$ cat config.mk
export PLATFORM = sky130hd
export DESIGN_NAME = wb_port_arbiter
export DESIGN_NICKNAME = d
export VERILOG_FILES = /design/src/rtl/wb_pkg.sv /design/src/rtl/wb_fifo.sv /design/src/rtl/wb_port_arbiter.sv
export SDC_FILE = /design/constraint.sdc
export NUM_CORES = 1
export LEC_CHECK = 0
export ABC_AREA = 1
export CAP_MARGIN = 20
export CORE_MARGIN = 1.5
export CORE_UTILIZATION = 65
export CTS_BUF_LIST = sky130_fd_sc_hd__clkbuf_16
export DETAILED_ROUTE_END_ITERATION = 16
export DONT_BUFFER_PORTS = 1
export HOLD_SLACK_MARGIN = 0.1
export PLACE_DENSITY_LB_ADDON = 0.12
export SLEW_MARGIN = 20
export SYNTH_ARGS = -nofsm -noshare
export SYNTH_HDL_FRONTEND = slang
export SYNTH_SLANG_ARGS = --single-unit
$ cat constraint.sdc
create_clock -name clk -period 9.01 [get_ports clk]
set_clock_uncertainty 0.05 [all_clocks]
set_input_delay 0.4505 -clock clk [delete_from_list [all_inputs] [get_ports clk]]
set_output_delay 0.4505 -clock clk [all_outputs]
set_load 0.005 [all_outputs]
$ cat src/rtl/wb_pkg.sv
// Shared constants and types for the write-back port arbiter.
package wb_pkg;

    // Default register-file geometry.
    localparam int REG_AW = 5;
    localparam int REG_DW = 32;

    // One queued long-latency result. live drops to 0 when a younger
    // pipeline write to the same register makes this result stale.
    typedef struct packed {
        logic              live;
        logic [REG_AW-1:0] rd;
        logic [REG_DW-1:0] wd;
    } wb_entry_t;

    // Which source owns the write port in the current cycle.
    typedef enum logic [1:0] {
        SLOT_IDLE  = 2'd0,
        SLOT_FORCE = 2'd1,
        SLOT_PIPE  = 2'd2,
        SLOT_FIFO  = 2'd3
    } slot_e;

    // Build a fresh, live queue entry from an accepted long-latency result.
    function automatic wb_entry_t make_entry(input logic [REG_AW-1:0] rd,
                                             input logic [REG_DW-1:0] wd);
        wb_entry_t e;
        e.live = 1'b1;
        e.rd   = rd;
        e.wd   = wd;
        return e;
    endfunction

endpackage

$ cat src/rtl/wb_fifo.sv
// Circular buffer of pending long-latency results with in-place WAW kill.
// Popped and never-written slots always hold live=0, so the pending mask can
// be built from every slot without tracking occupancy separately.
module wb_fifo
    import wb_pkg::*;
#(
    parameter int DEPTH = 4
) (
    input  logic                   clk,
    input  logic                   rst,
    input  logic                   push,
    input  wb_entry_t              push_entry,
    input  logic                   pop,
    input  logic                   kill_en,
    input  logic [REG_AW-1:0]      kill_rd,
    output wb_entry_t              head,
    output logic                   empty,
    output logic                   full,
    output logic [2**REG_AW-1:0]   pend_mask
);

    localparam int IW = $clog2(DEPTH);

    // Pointers carry one extra wrap bit to tell full from empty.
    logic [IW:0] wr_ptr;
    logic [IW:0] rd_ptr;
    wb_entry_t   mem [DEPTH];

    // Storage update: kill stale entries first, then pop and push.
    // A push lands after the kill loop, so an entry enqueued at the same
    // edge as a pipeline write to its register stays live (it is younger).
    always_ff @(posedge clk or posedge rst) begin
        if (rst) begin
            wr_ptr <= '0;
            rd_ptr <= '0;
            for (int i = 0; i < DEPTH; i++) begin
                mem[i] <= '0;
            end
        end else begin
            for (int i = 0; i < DEPTH; i++) begin
                if (kill_en && mem[i].live && (mem[i].rd == kill_rd)) begin
                    mem[i].live <= 1'b0;
                end
            end
            if (pop) begin
                mem[rd_ptr[IW-1:0]].live <= 1'b0;
                rd_ptr                   <= rd_ptr + 1'b1;
            end
            if (push) begin
                mem[wr_ptr[IW-1:0]] <= push_entry;
                wr_ptr              <= wr_ptr + 1'b1;
            end
        end
    end

    // Occupancy flags from the wrap-bit pointer pair.
    always_comb begin
        empty = (wr_ptr == rd_ptr);
        full  = (wr_ptr[IW] != rd_ptr[IW]) &&
                (wr_ptr[IW-1:0] == rd_ptr[IW-1:0]);
        head  = mem[rd_ptr[IW-1:0]];
    end

    // Pending-write mask from live entries; x0 is never reported.
    always_comb begin
        pend_mask = '0;
        for (int i = 0; i < DEPTH; i++) begin
            if (mem[i].live) begin
                pend_mask[mem[i].rd] = 1'b1;
            end
        end
        pend_mask[0] = 1'b0;
    end

endmodule

$ cat src/rtl/wb_port_arbiter.sv
// Sole owner of the register-file write port. Single-cycle pipeline results
// take priority; queued long-latency results drain in order when the pipeline
// is idle, and the queue head is forced through after a bounded wait.
module wb_port_arbiter
    import wb_pkg::*;
#(
    parameter int ADDRESS_WIDTH = REG_AW,
    parameter int DATA_WIDTH    = REG_DW,
    parameter int DEPTH         = 4,
    parameter int STARVE_LIMIT  = 8
) (
    input  logic                          clk,
    input  logic                          rst,
    input  logic                          pipe_we,
    input  logic [ADDRESS_WIDTH-1:0]      pipe_rd,
    input  logic [DATA_WIDTH-1:0]         pipe_wd,
    output logic                          pipe_stall,
    input  logic                          lsu_valid,
    input  logic [ADDRESS_WIDTH-1:0]      lsu_rd,
    input  logic [DATA_WIDTH-1:0]         lsu_wd,
    output logic                          lsu_ready,
    output logic [2**ADDRESS_WIDTH-1:0]   pend_mask,
    output logic                          WE3,
    output logic [ADDRESS_WIDTH-1:0]      AD3,
    output logic [DATA_WIDTH-1:0]         WD3
);

    // Handshakes:
    //  LSU side is valid/ready: a result transfers at a rising edge where
    //  lsu_valid && lsu_ready; lsu_ready never depends on lsu_valid.
    //  Pipeline side has no ready: a write offered with pipe_we is consumed at
    //  the edge unless pipe_stall is high, in which case upstream holds it.

    localparam int SW = $clog2(STARVE_LIMIT + 1);
    localparam logic [SW-1:0] LIMIT = SW'(STARVE_LIMIT);

    wb_entry_t                 head;
    wb_entry_t                 push_entry;
    logic                      fifo_empty;
    logic                      fifo_full;
    logic                      push;
    logic                      pop;
    logic                      kill_en;
    logic [SW-1:0]             starve_cnt;
    slot_e                     slot;
    logic                      issue_we;
    logic [ADDRESS_WIDTH-1:0]  issue_rd;
    logic [DATA_WIDTH-1:0]     issue_wd;

    // Accept side: full is the pre-pop value, so a full queue refuses a push
    // even in a cycle where it also pops. Writes to x0 are taken and dropped.
    always_comb begin
        lsu_ready  = !fifo_full && !rst;
        push       = lsu_valid && lsu_ready && (lsu_rd != '0);
        push_entry = make_entry(lsu_rd, lsu_wd);
    end

    wb_fifo #(
        .DEPTH (DEPTH)
    ) u_fifo (
        .clk        (clk),
        .rst        (rst),
        .push       (push),
        .push_entry (push_entry),
        .pop        (pop),
        .kill_en    (kill_en),
        .kill_rd    (pipe_rd),
        .head       (head),
        .empty      (fifo_empty),
        .full       (fifo_full),
        .pend_mask  (pend_mask)
    );

    // Slot priority: starved queue head, then pipeline, then queue drain.
    always_comb begin
        slot = SLOT_IDLE;
        if ((starve_cnt == LIMIT) && head.live) begin
            slot = SLOT_FORCE;
        end else if (pipe_we && (pipe_rd != '0)) begin
            slot = SLOT_PIPE;
        end else if (!fifo_empty) begin
            slot = SLOT_FIFO;
        end
    end

    // Next write-port value for the selected slot; AD3/WD3 hold when idle.
    always_comb begin
        issue_we   = 1'b0;
        issue_rd   = AD3;
        issue_wd   = WD3;
        pop        = 1'b0;
        kill_en    = 1'b0;
        pipe_stall = 1'b0;
        case (slot)
            SLOT_FORCE: begin
                issue_we   = 1'b1;
                issue_rd   = head.rd;
                issue_wd   = head.wd;
                pop        = 1'b1;
                pipe_stall = 1'b1;
            end
            SLOT_PIPE: begin
                issue_we = 1'b1;
                issue_rd = pipe_rd;
                issue_wd = pipe_wd;
                kill_en  = 1'b1;
            end
            SLOT_FIFO: begin
                // A dead head is retired without touching the register file.
                pop      = 1'b1;
                issue_we = head.live;
                if (head.live) begin
                    issue_rd = head.rd;
                    issue_wd = head.wd;
                end
            end
            default: begin
                issue_we = 1'b0;
            end
        endcase
    end

    // Starve counter: counts cycles a live head loses to the pipeline,
    // cleared on any pop, saturating at the limit.
    always_ff @(posedge clk or posedge rst) begin
        if (rst) begin
            starve_cnt <= '0;
        end else if (pop) begin
            starve_cnt <= '0;
        end else if ((slot == SLOT_PIPE) && head.live && (starve_cnt != LIMIT)) begin
            starve_cnt <= starve_cnt + 1'b1;
        end
    end

    // Registered write port toward the register file.
    always_ff @(posedge clk or posedge rst) begin
        if (rst) begin
            WE3 <= 1'b0;
            AD3 <= '0;
            WD3 <= '0;
        end else begin
            WE3 <= issue_we;
            if (issue_we) begin
                AD3 <= issue_rd;
                WD3 <= issue_wd;
            end
        end
    end

endmodule

==> metrics.yaml <==
critPathLaunchType: "flip-flop"
cpMostUsedCell: "nand2_1"
fmax_ghz: 0.284
clock_path_buffers: 2
postSynthAreaPerCell_um2: 7.42
critPathBufInv: 3
grt_pass1_wl_mm: 49.3
min_period_ns: 3.52
regArea_mm2: 0.00501
drt_pass1_iterations: 6
cts_resized: 0
post-route-period-util_pct: 39.1
cts_buffers: 17
io_pins: 150
whs_ns: 0.0983
slowest_stage: "nand3_2"
fillers: 1338
wl_mm: 30.4
die_area_mm2: 0.0174
design.core.area_mm2: 0.0161
antenna_found_initial: 1
initial_core_util_pct: 67.3
power_w: 0.00410
critPathKind: "reg -> reg"
synth_xor_xnor_area_share_pct: 1.04
status: "completed"
dieWidth_um: 132
crit_family: "simple AND/OR/NAND/NOR gates"
area_growth_pct: 7.66
worst_ep_arrival_time_ns: 3.80
async_flop_share_pct: 100
chipHeight_um: 132
grtUsageTotal_pct: 35.4
setup_tns_ns: 0
reg2reg_slack_ns: 5.49
finalHoldViolCount: 0
grt_overflow: 0
gp_congestion: 0.956
wl_per_cell_um: 18.4
ir_worst_vdd_mv: 0.232
synth_edf_count: 0
synth_cell_types: 27
grt_pass1_vias: 9505
power_density_mw_per_mm2: 352
synth_top_family_by_area: "simple AND/OR/NAND/NOR gates"
max_slew_margin_pct: 29.6
critical_path_required_ns: 9.29
worstPathCellList: "buf_4 -> inv_2 -> nand2_1 -> nand3_1 -> nand3_2 -> buf_4 -> nand3_2 -> nand2_1 -> nand2_1"
fin_cells: 1657
crit_path_max_incr_delay_ns: 0.77
yosys.area_share.simple_pct: 34.5
synth_ff_type: "dfrtp_1"
cap_viol_max_count: 0
vias: 10200
yosysMostFrequentCell: "nand2_1"
rsz0062_at_grt: "false"
synthCells: 1456
viasPerCell: 6.16
drt_iter0_drc: 1070
finalSetupViolCount: 0
ctsHtreeMaxLevel: 4
clkSinkCount: 200
multiInputGateArea_mm2: 0.00517
syn_area_mm2: 0.0108
cellLeakagePower_nw: 5.89
nets: 1515
startpoint: "u_fifo.rd_ptr[0]"
synth_adder_area_share_pct: 1.16
grt_max_degree: 90
setup_ws_ns: 5.49
path_clk_slew_ns: 0.08
clock_latency_ns: 0.44
synth_nets: 1544
rows: 46
place_inst: 1585
antenna_left: 0
synth.top_cells.by_count: "nand2_1 (678), dfrtp_1 (200), nand3_1 (107)"
muxShareOfSynthArea_pct: 0
cts_root_buffer: "clkbuf_16"
port_buffers: 0
r2r-start: "u_fifo.rd_ptr[0]"
ys_seq_area_share_pct: 46.3
hold_path.class: "in -> reg"
yosys_warnings: 0
dp_hpwl_mm: 18.7
min_from: "lsu_rd[0]"
drive_above_1_share_pct: 4.31
slew_viol_final: 0
synth_top_area_share_pct: 46.3
drc_errors: 0
synth_top_cell_by_area: "dfrtp_1"
cts_tree: "built"
cp-end-kind: "flip-flop"
pre_cts_ws_ns: 5.57
synthTopCellsByArea: "dfrtp_1 (46%), nand2_1 (24%), nand3_1 (5.0%)"
synth_compound_area_share_pct: 10.9
synth_seq_cells: 200
crit_fanout: 82
tightest_slew_ns: 1.05
[what timing repair did]
action                                  in CTS  in global routing
buffers inserted                             0                  0
hold buffers                                38                  1
endpoints found under the setup margin       0                  0
endpoints found under the hold margin      227                  1
[through the flow]
stage | util [%] | cell area [um2]
CTS | 72.4 | 11600
floorplan | - | 10800
detailed placement | 66.5 | 10700
global route | 72.5 | 11600
finish | 72.5 | 11600
global placement | 66.5 | 10700
[state kept, by name (all words and copies together), names as in the netlist]
register and cells:
WE3 1, u_fifo.mem 152, u_fifo.wr_ptr 3, u_fifo.rd_ptr 3, AD3 5, starve_cnt 4, WD3 32
[layer usage]
metal  vias to the layer above  wire length, um  part of all wire (%)  GRT usage, %
met2                       543            14000                    46          54.3
met1                      4861            12600                    41          49.7
met4                         0              623                   2.0          10.7
met5                         -                0                     0             0
met3                        79             3270                    11          9.23
li1                       4729                -                     -             -
[report_power, final]
group,switching [W],internal [W]
Clock,0.000363,0.000365
Combinational,0.00118,0.000529
Sequential,0.000347,0.00132
[layout make-up]
cell class | instances | area share (%)
Inverter | 44 | 1.48
Clock buffer | 17 | 3.66
Sequential cell | 200 | 43.0
Timing Repair Buffer | 48 | 3.94
Tap cell | 216 | 2.32
Antenna cell | 1 | 0.0215
Multi-Input combinational cell | 1116 | 44.4
Clock inverter | 15 | 1.14
[worst paths after layout]
path,endpoint,cells past startpoint
setup / recovery,WD3[5],9
hold / removal,u_fifo.mem[146],2
setup reg to reg,WD3[5],9
hold reg to reg,u_fifo.mem[99],2
max in group asynchronous,starve_cnt[1],3
min in group asynchronous,u_fifo.mem[62],2
[cells in the final DEF (no fill, tap or decap), drive strengths merged]
cell type	synthesis	final
a21oi	11	11
buf	59	9
clkbuf	37	17
clkinv	0	4
clkinvlp	0	1
conb	1	1
dfrtp	200	200
diode	0	1
dlygate4sd3	0	39
ha	10	10
inv	44	54
nand2	681	681
nand3	109	109
nand3b	4	4
nand4	37	37
nor2	81	81
o21ai	76	76
o221ai	31	31
o22a	30	30
o22ai	33	33
xnor2	9	9
xor2	3	3
[cells by family after synthesis]
logic type	count (synthesis)
other cells	1
compound gates	181
buf+inv	140
flops	200
simple gates	912
fa+ha+maj	10
xor+xnor	12
Power figures use the tool's default switching activity.
